**src/rtl/manchester_tx_sched.sv**
```systemverilog
// Two-requester round-robin scheduler feeding one Manchester half-symbol line.
// Latency: ackN is combinational in the grant cycle; the first preamble half-symbol appears the next cycle.
// Backpressure: requesters hold req/data until acked; no grants while a frame or inter-frame gap is active.
//
// Ports:
//   clkin, rst         clock (posedge) and synchronous active-high reset
//   req0/data0/ack0    requester 0: pending flag, byte, one-cycle capture pulse
//   req1/data1/ack1    requester 1: pending flag, byte, one-cycle capture pulse
//   line_out           Manchester half-symbols (bit 1 -> 1,0 ; bit 0 -> 0,1)
//   tx_en              high while a frame is on the line
//   busy               high whenever not idle
//   grant_id           channel of the current or last frame
//   frame_done         one-cycle pulse in the first cycle after the parity bit
module manchester_tx_sched #(
   parameter int HALF_DIV = 1,
   parameter int PRE_LEN  = 4,
   parameter int GAP_BITS = 2
) (
   input  logic       clkin,
   input  logic       rst,
   input  logic       req0,
   input  logic [7:0] data0,
   output logic       ack0,
   input  logic       req1,
   input  logic [7:0] data1,
   output logic       ack1,
   output logic       line_out,
   output logic       tx_en,
   output logic       busy,
   output logic       grant_id,
   output logic       frame_done
);

   typedef enum logic [2:0] {
      S_IDLE, S_PRE, S_CHID, S_DATA, S_PAR, S_GAP
   } state_t;

   localparam int            HW       = (HALF_DIV > 1) ? $clog2(HALF_DIV) : 1;
   localparam logic [HW-1:0] HLAST    = HW'(HALF_DIV - 1);
   localparam logic [3:0]    PRE_LAST = 4'(PRE_LEN - 1);
   localparam logic [3:0]    GAP_LAST = 4'(GAP_BITS - 1);

   state_t        state_q, state_d;
   logic [HW-1:0] hcnt_q,  hcnt_d;
   logic          phase_q, phase_d;   // 0: first half-symbol, 1: second
   logic [3:0]    bcnt_q,  bcnt_d;
   logic [7:0]    shreg_q, shreg_d;
   logic          par_q,   par_d;
   logic          gid_q,   gid_d;
   logic          last_q,  last_d;
   logic          fdone_q, fdone_d;

   logic       gnt_vld, gnt_ch, half_end, bit_end, cur_bit;
   logic [7:0] gnt_dat;
   logic [3:0] bit_last;

   always_ff @(posedge clkin) begin
      if (rst) begin
         state_q <= S_IDLE;
         hcnt_q  <= '0;
         phase_q <= 1'b0;
         bcnt_q  <= 4'd0;
         shreg_q <= 8'd0;
         par_q   <= 1'b0;
         gid_q   <= 1'b0;
         last_q  <= 1'b1;   // makes ch0 win the first tie
         fdone_q <= 1'b0;
      end else begin
         state_q <= state_d;
         hcnt_q  <= hcnt_d;
         phase_q <= phase_d;
         bcnt_q  <= bcnt_d;
         shreg_q <= shreg_d;
         par_q   <= par_d;
         gid_q   <= gid_d;
         last_q  <= last_d;
         fdone_q <= fdone_d;
      end
   end

   always_comb begin
      state_d  = state_q;
      hcnt_d   = hcnt_q;
      phase_d  = phase_q;
      bcnt_d   = bcnt_q;
      shreg_d  = shreg_q;
      par_d    = par_q;
      gid_d    = gid_q;
      last_d   = last_q;
      fdone_d  = 1'b0;
      ack0     = 1'b0;
      ack1     = 1'b0;
      cur_bit  = 1'b0;
      bit_last = 4'd0;

      // Round robin: a tie goes to the channel that did not win last time.
      gnt_vld  = req0 | req1;
      gnt_ch   = (req0 & req1) ? ~last_q : req1;
      gnt_dat  = gnt_ch ? data1 : data0;

      half_end = (hcnt_q == HLAST);
      bit_end  = half_end & phase_q;

      case (state_q)
         S_PRE:   begin cur_bit = 1'b1;       bit_last = PRE_LAST; end
         S_CHID:  begin cur_bit = gid_q;      bit_last = 4'd0;     end
         S_DATA:  begin cur_bit = shreg_q[7]; bit_last = 4'd7;     end
         S_PAR:   begin cur_bit = par_q;      bit_last = 4'd0;     end
         S_GAP:   begin cur_bit = 1'b0;       bit_last = GAP_LAST; end
         default: begin cur_bit = 1'b0;       bit_last = 4'd0;     end
      endcase

      if (state_q == S_IDLE) begin
         hcnt_d  = '0;
         phase_d = 1'b0;
         bcnt_d  = 4'd0;
         // Acks are gated by rst so a reset cycle never captures a byte.
         if (gnt_vld && !rst) begin
            ack0    = ~gnt_ch;
            ack1    = gnt_ch;
            shreg_d = gnt_dat;
            par_d   = gnt_ch ^ (^gnt_dat);   // even parity over chid + data
            gid_d   = gnt_ch;
            last_d  = gnt_ch;
            state_d = S_PRE;
         end
      end else begin
         hcnt_d = half_end ? '0 : hcnt_q + 1'b1;
         if (half_end) phase_d = ~phase_q;
         if (bit_end) begin
            if (state_q == S_DATA) shreg_d = {shreg_q[6:0], 1'b0};
            if (bcnt_q == bit_last) begin
               bcnt_d = 4'd0;
               case (state_q)
                  S_PRE:  state_d = S_CHID;
                  S_CHID: state_d = S_DATA;
                  S_DATA: state_d = S_PAR;
                  S_PAR: begin
                     fdone_d = 1'b1;
                     state_d = (GAP_BITS == 0) ? S_IDLE : S_GAP;
                  end
                  default: state_d = S_IDLE;
               endcase
            end else begin
               bcnt_d = bcnt_q + 4'd1;
            end
         end
      end
   end

   assign tx_en      = (state_q == S_PRE) || (state_q == S_CHID) ||
                       (state_q == S_DATA) || (state_q == S_PAR);
   assign busy       = (state_q != S_IDLE);
   assign line_out   = tx_en & (cur_bit ^ phase_q);
   assign grant_id   = gid_q;
   assign frame_done = fdone_q;

endmodule
```
**config.mk**
```make
export PLATFORM = sky130hd
export DESIGN_NAME = manchester_tx_sched
export DESIGN_NICKNAME = d
export VERILOG_FILES = /design/src/rtl/manchester_tx_sched.sv
export SDC_FILE = /design/constraint.sdc
export NUM_CORES = 1
export LEC_CHECK = 0
export ABC_AREA = 1
export BUFFER_PORTS_ARGS = -buffer_cell sky130_fd_sc_hd__clkbuf_2
export CAP_MARGIN = 20
export CELL_PAD_IN_SITES_DETAIL_PLACEMENT = 1
export CELL_PAD_IN_SITES_GLOBAL_PLACEMENT = 1
export CORE_AREA = 2 2 81 83
export CTS_CLUSTER_DIAMETER = 80
export DETAILED_ROUTE_END_ITERATION = 12
export DIE_AREA = 0 0 83 85
export PLACE_DENSITY = 0.65
export SETUP_SLACK_MARGIN = 0.02
export SLEW_MARGIN = 10
export SYNTH_ARGS = -nofsm -noshare
export SYNTH_HDL_FRONTEND = slang
export SYNTH_SLANG_ARGS = --single-unit
```
**constraint.sdc**
```tcl
create_clock -name clkin -period 4.35 [get_ports clkin]
set_input_delay 0.6525 -clock clkin [delete_from_list [all_inputs] [get_ports clkin]]
set_output_delay 0.6525 -clock clkin [all_outputs]
set_load 0.02 [all_outputs]
```
# Yosys cells after proc, flatten, opt, wreduce, memory -nomap -nowiden
# Cells that the tools add are included.
[totals] regBits=21 out_inout_bits=7 elab_cells=66 input_bits=20
[op_classes] n_reduce_logical=17 n_bitwise=12 addsub=2 n_mux=19 eq_ne=7
[ops] operator="$mux 8" count=5
[ops] operator="$mux 3" count=4
[ops] operator="$pmux 3 s4" count=1
[ops] operator="$pmux 3 s3" count=1
[ops] operator="$reduce_xor 8->1" count=1
[ops] operator="$eq 3x2->1 const B" count=2
[ops] operator="$eq 3x3->1 const B" count=2
[ops] operator="$mux 1" count=6
[ops] operator="$not 1->1" count=6
[ops] operator="$reduce_and 3->1" count=2
[ops] operator="$reduce_bool 2->1" count=3
[ops] operator="$add 4x1->4 const B" count=1
[ops] operator="$eq 4x4->1" count=1
[ops] operator="$mux 4" count=1
[ops] operator="$pmux 1 s4" count=1
[ops] operator="$reduce_or 4->1" count=1
[ops] operator="$and 1x1->1" count=3
[ops] operator="$eq 3x1->1 const B" count=1
[ops] operator="$logic_not 3->1" count=1
[ops] operator="$logic_or 1x1->1" count=3
[ops] operator="$reduce_bool 3->1" count=1
[ops] operator="$reduce_or 3->1" count=1
[ops] operator="$ne 2x1->1 const B" count=1
[ops] operator="$reduce_and 2->1" count=1
[ops] operator="6 further kinds" count=7

# Depth between registers and ports, before layout
# Gate-level depths: netlist (run 1).
[logic_depth] ltp_word=6 ltp_mapped=16 mapped_depth_nobuf=15

# Worst setup path before layout (run 1)
# No wires, ideal clock.
[synth_path] kind="reg-to-output" startpoint="reg state_q[0]" endpoint="out line_out" n_path_buf=0 setup_slack_ns=2.367 t_required_ns=3.697 arrival_time_ns=1.330 path_stages_with_launch=7 path_cell_list="dfxtp_1 -> inv_1 -> nand3_1 -> o21ai_0 -> a221oi_1 -> nor2_1 -> nor2_1"
[synth_via] elab_chain_cells=5 elab_cells_between_ends=10 classes_between="eq/ne (4); mux (1); bitwise (2); reduce/logical (3)"
[synth_lines] item="start, declared" line_no="43" source="state_t state_q, state_d;"
[synth_lines] item="start signal, assigned" line_no="69" source="state_q <= state_d;"
[synth_lines] item="parallel branches: the longest is 4 deep, another holds $pmux 1 s4"
[synth_lines] item="$and 1x1->1 (*)" line_no="154" source="assign line_out = tx_en & (cur_bit ^ phase_q);"
[synth_lines] item="end, declared" line_no="27" source="output logic line_out,"
# Mark *: on every way between the ends.

# Worst setup path after layout (run 1)
# Ends and elaborated chain as after synthesis.

==> reports/results.tsv, run 1 <==
metric	value	unit
synth_most_common_cell	nand2_1	
cp_common_cell	nor2_1	
clkSinkCount	21	
grt_pass1_vias	1533	
syn2layout_area_growth	13.9	%
fp.dieH	85	um
synth-edff-count	0	
path_buf_inv	2	
dp.cells	329	
grt_max_degree	21	
num_vias	1490	
io-pin-count	27	
netlist_instances	233	
slowest_delay	0.50	ns
yosys.area.top_type	dfxtp_1	
gp_congestion	0.753	
irDropWorstVdd	0.113	mV
drc	0	
first_iter_violations	29	
post-cts-setup-buffer-count	0	
numCtsBuffers	3	
crit_path_cell_trace	inv_1 -> nand3_1 -> o21ai_0 -> a221oi_1 -> nor2_1 -> nor2_1 -> clkbuf_2	
fin_crit	2.49	ns
antenna_found_initial	0	
grt_overflow	0	
gr-usage-met3	1.65	%
viasPerCell	4.47	
antenna_cells	0	
die_w	83	um
cp_top_family	flip-flops	
hold_path_class	reg2reg	
dpl.hpwl	3010	um
path_max_fanout	6	
dieArea	0.00706	sq mm
firstDrtPassIters	4	
fp-row-count	29	
wl_per_cell	11.4	um
insertion_delay	0.26	ns
avgSynthCellArea	6.48	sq um
cts_tree	built	
clock.fmax	402	MHz
root_buffer	clkbuf_8	
core_area	0.00620	sq mm
fin_setup_tns	0	ns
cts_resized	0	
skew	0.00238	ns
grtUsageTotal	11.4	%
async_flop_share	0	%
instances_no_fill	333	
cts_hold_buffers	0	
fin_nets	278	
synthesis.area	0.00151	sq mm
grt_use_met2	20.2	%
initial_utilization	24.3	%
yosys-top-cells-area	dfxtp_1, nand2_1, nand3_1, inv_1, buf_6	
synth_seq_cells	21	
finalCritPeriodShare	57.3	%
yosys_warnings	0	
cts_htree_levels	1	
cts.clk_slew.worst_paths	0.08	ns
slew_viol_final	0	
required	3.70	ns
synth_ff_type	dfxtp_1	
ys_top_cells_by_count	nand2_1, dfxtp_1, inv_1, nand3_1, nor2_1	
wl	3800	um
yosysSeqAreaShare	27.9	%
ctsLongestPathBuffers	2	
rsz0062_at_grt	false	
critical_path_class	reg2out	
detail-route-antenna-nets	0	
fin_hold_ws	0.467	ns
grt_pass1_wl	6880	um
grt_util_met1	14.4	%
maxCapViolCount	0	
synth_cell_types	35	
endpoint_kind	primary output	
hold_violations	0	
busiest_layer	met2	
start_kind	flip-flop	
cp_slowest_cell	dfxtp_1	
syn-num-nets	254	
power	0.492	mW
power.density	286	mW/mm^2
cp.arrival	1.84	ns
setup-violations-final	0	
io_buffer_count	26	
drive_gt1_share	21.5	%
status	finished, final reports clean	
synth_top_area_share	27.9	%
cellLeakagePower	0.840	nW
## metrics by stage
stage,util [%],cell area [sq um],setup WS (ns)
2_1_floorplan,-,1510,2.37
3_3_place_gp,27.0,1670,1.91
3_5_place_dp,27.0,1670,1.86
4_1_cts,27.7,1720,1.86
5_1_grt,27.7,1720,1.73
6_report,27.7,1720,1.86
## final timing paths
kind | start | to | slack, ns | cells past startpoint
min reg2reg | shreg_q[0]$_SDFFE_PP0P_ | shreg_q[0]$_SDFFE_PP0P_ | 0.47 | 2
max reg2reg | last_q$_SDFFE_PP1P_ | par_q$_SDFFE_PP0P_ | 2.45 | 13
min | shreg_q[0]$_SDFFE_PP0P_ | shreg_q[0]$_SDFFE_PP0P_ | 0.47 | 2
max | state_q[0]$_SDFFE_PP0P_ | line_out | 1.86 | 7
## report_power, final
part,leakage (nW),total [mW],switching (mW),internal (mW)
registers,0.172,0.214,0.00907,0.205
clock network,0.0228,0.132,0.0667,0.0654
logic,0.646,0.145,0.0956,0.0497
total,0.840,0.492,0.171,0.320
## flip-flops by register name, indices dropped and copies added (netlist names)
signal / cells
shreg_q: 8
bcnt_q: 4
state_q: 3
frame_done: 1
grant_id: 1
hcnt_q: 1
last_q: 1
par_q: 1
phase_q: 1
## logic make-up after synthesis
kind of cell / count (synthesis) / share of synthesized area (%)
other: 1 / 0.249
AOI/OAI and AO/OA: 32 / 15.4
buffers and inverters: 32 / 10.8
and+or+nand+nor: 140 / 41.4
adders and majority gates: 1 / 0.829
xor gates and xnor gates: 6 / 3.48
DFF: 21 / 27.9
## area by class of cell
type	count	area [sq um]
Inverter	25	101
Timing Repair Buffer	26	130
Tap cell	77	96.3
Clock buffer	4	45.0
Fill cell	815	4490
Multi-Input combinational cell	180	926
Sequential cell	21	420
## worst reg2reg max path, stage by stage (launching register included)
cell and delay, ns:
dfxtp_1 0.38, nand2_2 0.20, nand2_2 0.38, nand2_1 0.10, nand2_1 0.14, nand2_1 0.07
nand2_1 0.09, nand2_1 0.06, nand2_1 0.06, nand2_1 0.06, nand3_1 0.08, nand3_1 0.07
nand2_1 0.06, inv_1 0.04
## placed cells by master, fill, tap and decap left out, drive strengths merged, types with 2 or more instances in the layout
| cell type | instances |
|---|---|
| a21oi | 9 |
| a31oi | 7 |
| clkbuf | 30 |
| dfxtp | 21 |
| inv | 25 |
| nand2 | 98 |
| nand3 | 19 |
| nand3b | 5 |
| nand4 | 2 |
| nor2 | 14 |
| o21ai | 14 |
| xnor2 | 3 |
| xor2 | 3 |
## layer usage
layer	wire length [um]	vias to the layer above
met3	121	5
li1	-	787
met2	1770	22
met1	1860	676
met5	0	-
met4	40	0
Note: power is estimated with default switching activity, not from simulation.
==> run 2, diff against run 1 <==
--- a/config.mk
+++ b/config.mk
@@ -5,16 +5,16 @@
 export SDC_FILE = /design/constraint.sdc
 export NUM_CORES = 1
 export LEC_CHECK = 0
-export ABC_AREA = 1
+export ABC_AREA = 0
 export BUFFER_PORTS_ARGS = -buffer_cell sky130_fd_sc_hd__clkbuf_2
 export CAP_MARGIN = 20
 export CELL_PAD_IN_SITES_DETAIL_PLACEMENT = 1
 export CELL_PAD_IN_SITES_GLOBAL_PLACEMENT = 1
-export CORE_AREA = 2 2 81 83
+export CORE_AREA = 2 2 75 77
 export CTS_CLUSTER_DIAMETER = 80
 export DETAILED_ROUTE_END_ITERATION = 12
-export DIE_AREA = 0 0 83 85
-export PLACE_DENSITY = 0.65
+export DIE_AREA = 0 0 77 79
+export PLACE_DENSITY = 0.63
 export SETUP_SLACK_MARGIN = 0.02
 export SLEW_MARGIN = 10
 export SYNTH_ARGS = -nofsm -noshare
==> constraint.sdc (replaced) <==
create_clock -name clkin -period 2.52 [get_ports clkin]
set_input_delay 0.378 -clock clkin [delete_from_list [all_inputs] [get_ports clkin]]
set_output_delay 0.378 -clock clkin [all_outputs]
set_load 0.02 [all_outputs]
==> run 2 against run 1 <==
Compared with the run above:
- non-clock buffer count increased by 6
- highest routed layer unchanged
- power rose by 89%
- core utilization rose by 1.2 points
- global-route usage is 0.92 points lower
- count of clock-buffer cells in the layout is the same
- largest power group unchanged
- cell count fell by 24%
- sequential share of layout area rose by 2.8 points
- clock skew grew 0.0046 ns
- worst setup slack got worse by 1.7 ns
- critical path depth fell by 2
- final area shrank 10%
- first-iteration DRC count is 48% lower
==> reports/results.tsv, run 2 <==
metric	value	unit
grt_max_degree	21	
synth_top_area_share	33.2	%
synthesis.area	0.00126	sq mm
synth_fa_ha_area_share	0.989	%
hold_path_class	in2reg	
finalCritPeriodShare	95.3	%
cp_slowest_cell	dfxtp_1	
synth_cell_types	37	
num_vias	1098	
async_flop_share	0	%
grt_pass1_vias	1092	
io-pin-count	27	
cp.arrival	2.02	ns
maxCapViolCount	0	
power	0.931	mW
top_regs	shreg_q x8, bcnt_q x4, state_q x3	
grtUsageTotal	10.5	%
yosys.area.top_type	dfxtp_1	
syn-num-nets	173	
slew_viol_final	0	
synth_ff_type	dfxtp_1	
regMostFlops	shreg_q	
wl	2970	um
final_common_cell	clkbuf_2	
viasPerCell	4.36	
rsz0062_at_grt	false	
critical_path_class	reg2out	
netlist_instances	152	
dieArea	0.00608	sq mm
drive_gt1_share	21.7	%
irDropWorstVdd	0.160	mV
die_w	77	um
dp_slack	0.360	ns
cts_hold_buffers	0	
ys_top_cells_by_count	dfxtp_1, xnor2_1, nand2_1, nor2_1, mux2i_1	
dpl.hpwl	2310	um
synth_most_common_cell	dfxtp_1	
instances_no_fill	252	
insertion_delay	0.27	ns
numCtsBuffers	3	
gr-usage-met3	2.95	%
skew	0.00701	ns
clkSinkCount	21	
setup-violations-final	0	
fp-row-count	27	
dp.cells	246	
ctsLongestPathBuffers	2	
largest_register_ffs	8	
power.density	603	mW/mm^2
detail-route-antenna-nets	0	
initial_utilization	23.7	%
wl_per_cell	11.8	um
gp_congestion	0.734	
avgSynthCellArea	8.32	sq um
busiest_layer	met2	
cts_htree_levels	1	
fin_crit	2.40	ns
grt_overflow	0	
slowest_delay	0.44	ns
layout_common_cells	clkbuf_2, dfxtp_1, xnor2_1	
first_iter_violations	15	
drc	0	
muxShareOfSynthArea	11.9	%
io_buffer_count	26	
fin_setup_tns	0	ns
crit_path_cell_trace	nor3_4 -> inv_2 -> or3_4 -> nor2_1 -> clkbuf_2	
syn2layout_area_growth	22.0	%
firstDrtPassIters	4	
fp.dieH	79	um
grt_use_met2	18.3	%
grt_util_met1	12.6	%
yosys-top-cells-area	dfxtp_1, xnor2_1, mux2i_1, nand2_1, nor2_1	
clock.fmax	417	MHz
cts.clk_slew.worst_paths	0.08	ns
synth-simple-area-share	21.3	%
path_max_fanout	17	
synth-edff-count	0	
synth_seq_cells	21	
cellLeakagePower	0.577	nW
required	2.14	ns
status	finished, final reports clean	
synth_top_family_by_area	simple AND/OR/NAND/NOR gates	
antenna_found_initial	0	
grt_pass1_wl	5090	um
core_area	0.00534	sq mm
hold_violations	0	
start_kind	flip-flop	
fin_nets	202	
root_buffer	clkbuf_8	
endpoint_kind	primary output	
worst_slack	0.120	ns
antenna_cells	0	
yosysSeqAreaShare	33.2	%
synth_xor_area_share	14.5	%
cts_tree	built	
yosys_warnings	0	
synth-compound-area-share	14.0	%
run 2: cell count changes after synthesis, sizes merged, moves of 5 or more:
| cell | previous run | this run |
|---|---|---|
| a31oi | 7 | 2 |
| mux2i | 0 | 15 |
| nand2 | 98 | 18 |
| nand3 | 19 | 2 |
| xnor2 | 3 | 19 |
| inv | 25 | 4 |
run 2: timing repair:
| item | CTS | global route |
|---|---|---|
| resized for setup | 0 | 0 |
| setup buffers | 0 | 2 |
| endpoints found under the setup margin | 0 | 2 |
run 2: final cells by class:
type / instances / area (sq um)
sequential: 21 / 420
clock buffer: 4 / 45.0
tap: 72 / 90.1
multi-input combinational: 119 / 797
inverter: 4 / 15.0
fill: 674 / 3790
timing repair buffer: 32 / 175
run 2: through the flow:
stage               util, %  instance area, sq um  hold slack [ns]
floorplan                 -                  1260            0.446
global placement       27.8                  1480            0.466
detailed placement     27.8                  1480            0.472
CTS                    28.6                  1530            0.475
global route           28.9                  1540            0.494
finish                 28.9                  1540            0.485
run 2: final timing paths:
check	startpoint	slack [ns]	to	cells after the start
max reg2reg	state_q[0]$_SDFFE_PP0P_	0.38	shreg_q[3]$_SDFFE_PP0P_	6
min reg2reg	shreg_q[0]$_SDFFE_PP0P_	0.49	shreg_q[0]$_SDFFE_PP0P_	2
max	state_q[0]$_SDFFE_PP0P_	0.12	ack0	5
min	req0	0.48	last_q$_SDFFE_PP1P_	3
run 2: cells by family after synthesis:
family / Yosys count
muxes: 15
adders and majority gates: 1
and+or+nand+nor: 54
other: 1
DFF: 21
xor gates and xnor gates: 21
AOI/OAI and AO/OA: 27
buffers and inverters: 12
run 2: where the power goes:
group / switching (mW) / leakage (nW) / internal [mW]
logic: 0.173 / 0.383 / 0.142
registers: 0.0311 / 0.171 / 0.359
clock network: 0.114 / 0.0228 / 0.113
run 2: critical path, delay by kind of cell (launching register included):
kind                   cells  cell delay, ns
AND/OR/NAND/NOR            3            0.93
flip-flops                 1            0.44
buffers and inverters      2            0.38
run 2: routing by layer:
metal	up-vias	part of all wire [%]	wire (um)
met5	-	0	0
met4	0	1.2	35
met3	5	4.0	120
met2	18	46	1370
met1	503	49	1440
li1	572	-	-
==> run 3, diff against run 2 <==
--- a/config.mk
+++ b/config.mk
@@ -6,7 +6,6 @@
 export NUM_CORES = 1
 export LEC_CHECK = 0
 export ABC_AREA = 0
-export BUFFER_PORTS_ARGS = -buffer_cell sky130_fd_sc_hd__clkbuf_2
 export CAP_MARGIN = 20
 export CELL_PAD_IN_SITES_DETAIL_PLACEMENT = 1
 export CELL_PAD_IN_SITES_GLOBAL_PLACEMENT = 1
@@ -14,7 +13,10 @@
 export CTS_CLUSTER_DIAMETER = 80
 export DETAILED_ROUTE_END_ITERATION = 12
 export DIE_AREA = 0 0 77 79
-export PLACE_DENSITY = 0.63
+export DONT_BUFFER_PORTS = 1
+export GPL_ROUTABILITY_DRIVEN = 0
+export PLACE_DENSITY = 0.57
+export REMOVE_ABC_BUFFERS = 1
 export SETUP_SLACK_MARGIN = 0.02
 export SLEW_MARGIN = 10
 export SYNTH_ARGS = -nofsm -noshare
==> run 3 against run 2 <==
Compared with the run above:
- register-to-register slack improved by 0.08 ns
- final area decreased by 8.4%
- critical path depth decreased by 1
- clock power decreased by 3%
- die area unchanged
- largest cell class unchanged
==> reports/results.tsv, run 3 (synthesis results as in run 2) <==
metric	value	unit
required	2.14	ns
r2r_cells	6	
fin_nets	176	
grtUsageTotal	10.5	%
grt_pass1_wl	5170	um
regToRegSetupSlack	0.46	ns
syn2layout_area_growth	11.8	%
fin_hold_ws	0.175	ns
fin_setup_tns	0	ns
num_vias	1049	
power.density	625	mW/mm^2
ctsLongestPathBuffers	2	
hold_path_class	in2reg	
irDropWorstVdd	0.183	mV
cts_hold_buffers	0	
layout_common_cells	dfxtp_1, xnor2_1, nor2_1, nand2_1, mux2i_1	
drc	0	
io-pin-count	27	
grt_pass1_vias	1155	
clkSinkCount	21	
clock.fmax	432	MHz
final_core_util	26.5	%
regMostFlops	shreg_q	
fp.dieH	79	um
placed_cell_area	0.00137	sq mm
path_max_fanout	12	
grt_max_degree	21	
cellLeakagePower	0.470	nW
power	0.883	mW
cp_slowest_cell	dfxtp_1	
root_buffer	clkbuf_8	
tightest_slew	0.524	ns
wl_per_cell	13.5	um
maxSlewHeadroom	65.0	%
r2r_start	state_q[0]$_SDFFE_PP0P_	
cp.arrival	1.93	ns
first_iter_violations	50	
cts.clk_slew.worst_paths	0.08	ns
setup-violations-final	0	
status	finished, final reports clean	
cts_resized	0	
hold_violations	0	
top_regs	shreg_q x8, bcnt_q x4, state_q x3	
io_buffer_count	0	
critical_path_class	reg2out	
viasPerCell	4.64	
crit_end	ack0	
fin_area	0.00141	sq mm
numCtsBuffers	3	
drive_gt1_share	9.09	%
timing.rr.end	par_q$_SDFFE_PP0P_	
start_kind	flip-flop	
fin_crit	2.31	ns
cts_htree_levels	1	
dieArea	0.00608	sq mm
core_area	0.00534	sq mm
dpl.hpwl	2410	um
initial_utilization	23.7	%
insertion_delay	0.26	ns
die_w	77	um
crit_path_cell_trace	nor3_4 -> inv_2 -> or3_4 -> nor2_1	
endpoint_kind	primary output	
n_fill_cell	673	
cts_tree	built	
final_common_cell	dfxtp_1	
antenna_cells	0	
grt_overflow	0	
slew_viol_final	0	
skew	0.00915	ns
wl	3060	um
maxCapViolCount	0	
slowest_delay	0.45	ns
post-cts-setup-buffer-count	0	
detail-route-antenna-nets	0	
largest_register_ffs	8	
firstDrtPassIters	2	
finalCritPeriodShare	91.8	%
antenna_found_initial	0	
fp-row-count	27	
rsz0062_at_grt	false	
crit_start	state_q[0]$_SDFFE_PP0P_	
-- run 3: power by group --
group,total [mW],leakage (nW),internal (mW),switching [mW]
sequential,0.395,0.171,0.359,0.0360
combinational,0.268,0.273,0.121,0.147
clock,0.221,0.0255,0.110,0.111
-- run 3: routing by layer --
layer,part of all wire (%),global-route usage (%)
met1,42,12.2
met4,0.26,2.68
met5,0,0
met2,51,19.1
met3,6.4,2.95
-- run 3: final cells by class --
type | instances | area (sq um) | area share [%]
Clock inverter | 1 | 5.00 | 0.354
Multi-Input combinational cell | 119 | 797 | 56.4
Tap cell | 72 | 90.1 | 6.37
Inverter | 4 | 15.0 | 1.06
Sequential cell | 21 | 420 | 29.7
Timing Repair Buffer | 6 | 45.0 | 3.19
Clock buffer | 3 | 41.3 | 2.92
-- run 3: through the flow --
step	cells	worst slack, ns
after floorplan	144	0.206
after global placement	222	0.529
after detailed placement	222	0.478
after CTS	226	0.187
after global routing	226	0.0708
final	226	0.208
-- run 3: how the worst min path moves through the flow --
stage / start / end / slack [ns] / cells after the start
6_report: rst / shreg_q[1]$_SDFFE_PP0P_ / 0.18 / 1
5_1_grt: rst / shreg_q[0]$_SDFFE_PP0P_ / 0.16 / 1
4_1_cts: rst / shreg_q[1]$_SDFFE_PP0P_ / 0.17 / 1
3_5_place_dp: rst / state_q[1]$_SDFFE_PP0P_ / 0.45 / 1
3_3_place_gp: rst / shreg_q[2]$_SDFFE_PP0P_ / 0.45 / 1
2_1_floorplan: shreg_q[0]$_SDFFE_PP0P_ / shreg_q[0]$_SDFFE_PP0P_ / 0.44 / 2
-- run 3: worst max-delay path, delay by kind of cell (launching register included) --
family                 cells  cell delay [ns]
AND/OR/NAND/NOR            3             1.17
flip-flops                 1             0.45
buffers and inverters      1             0.06
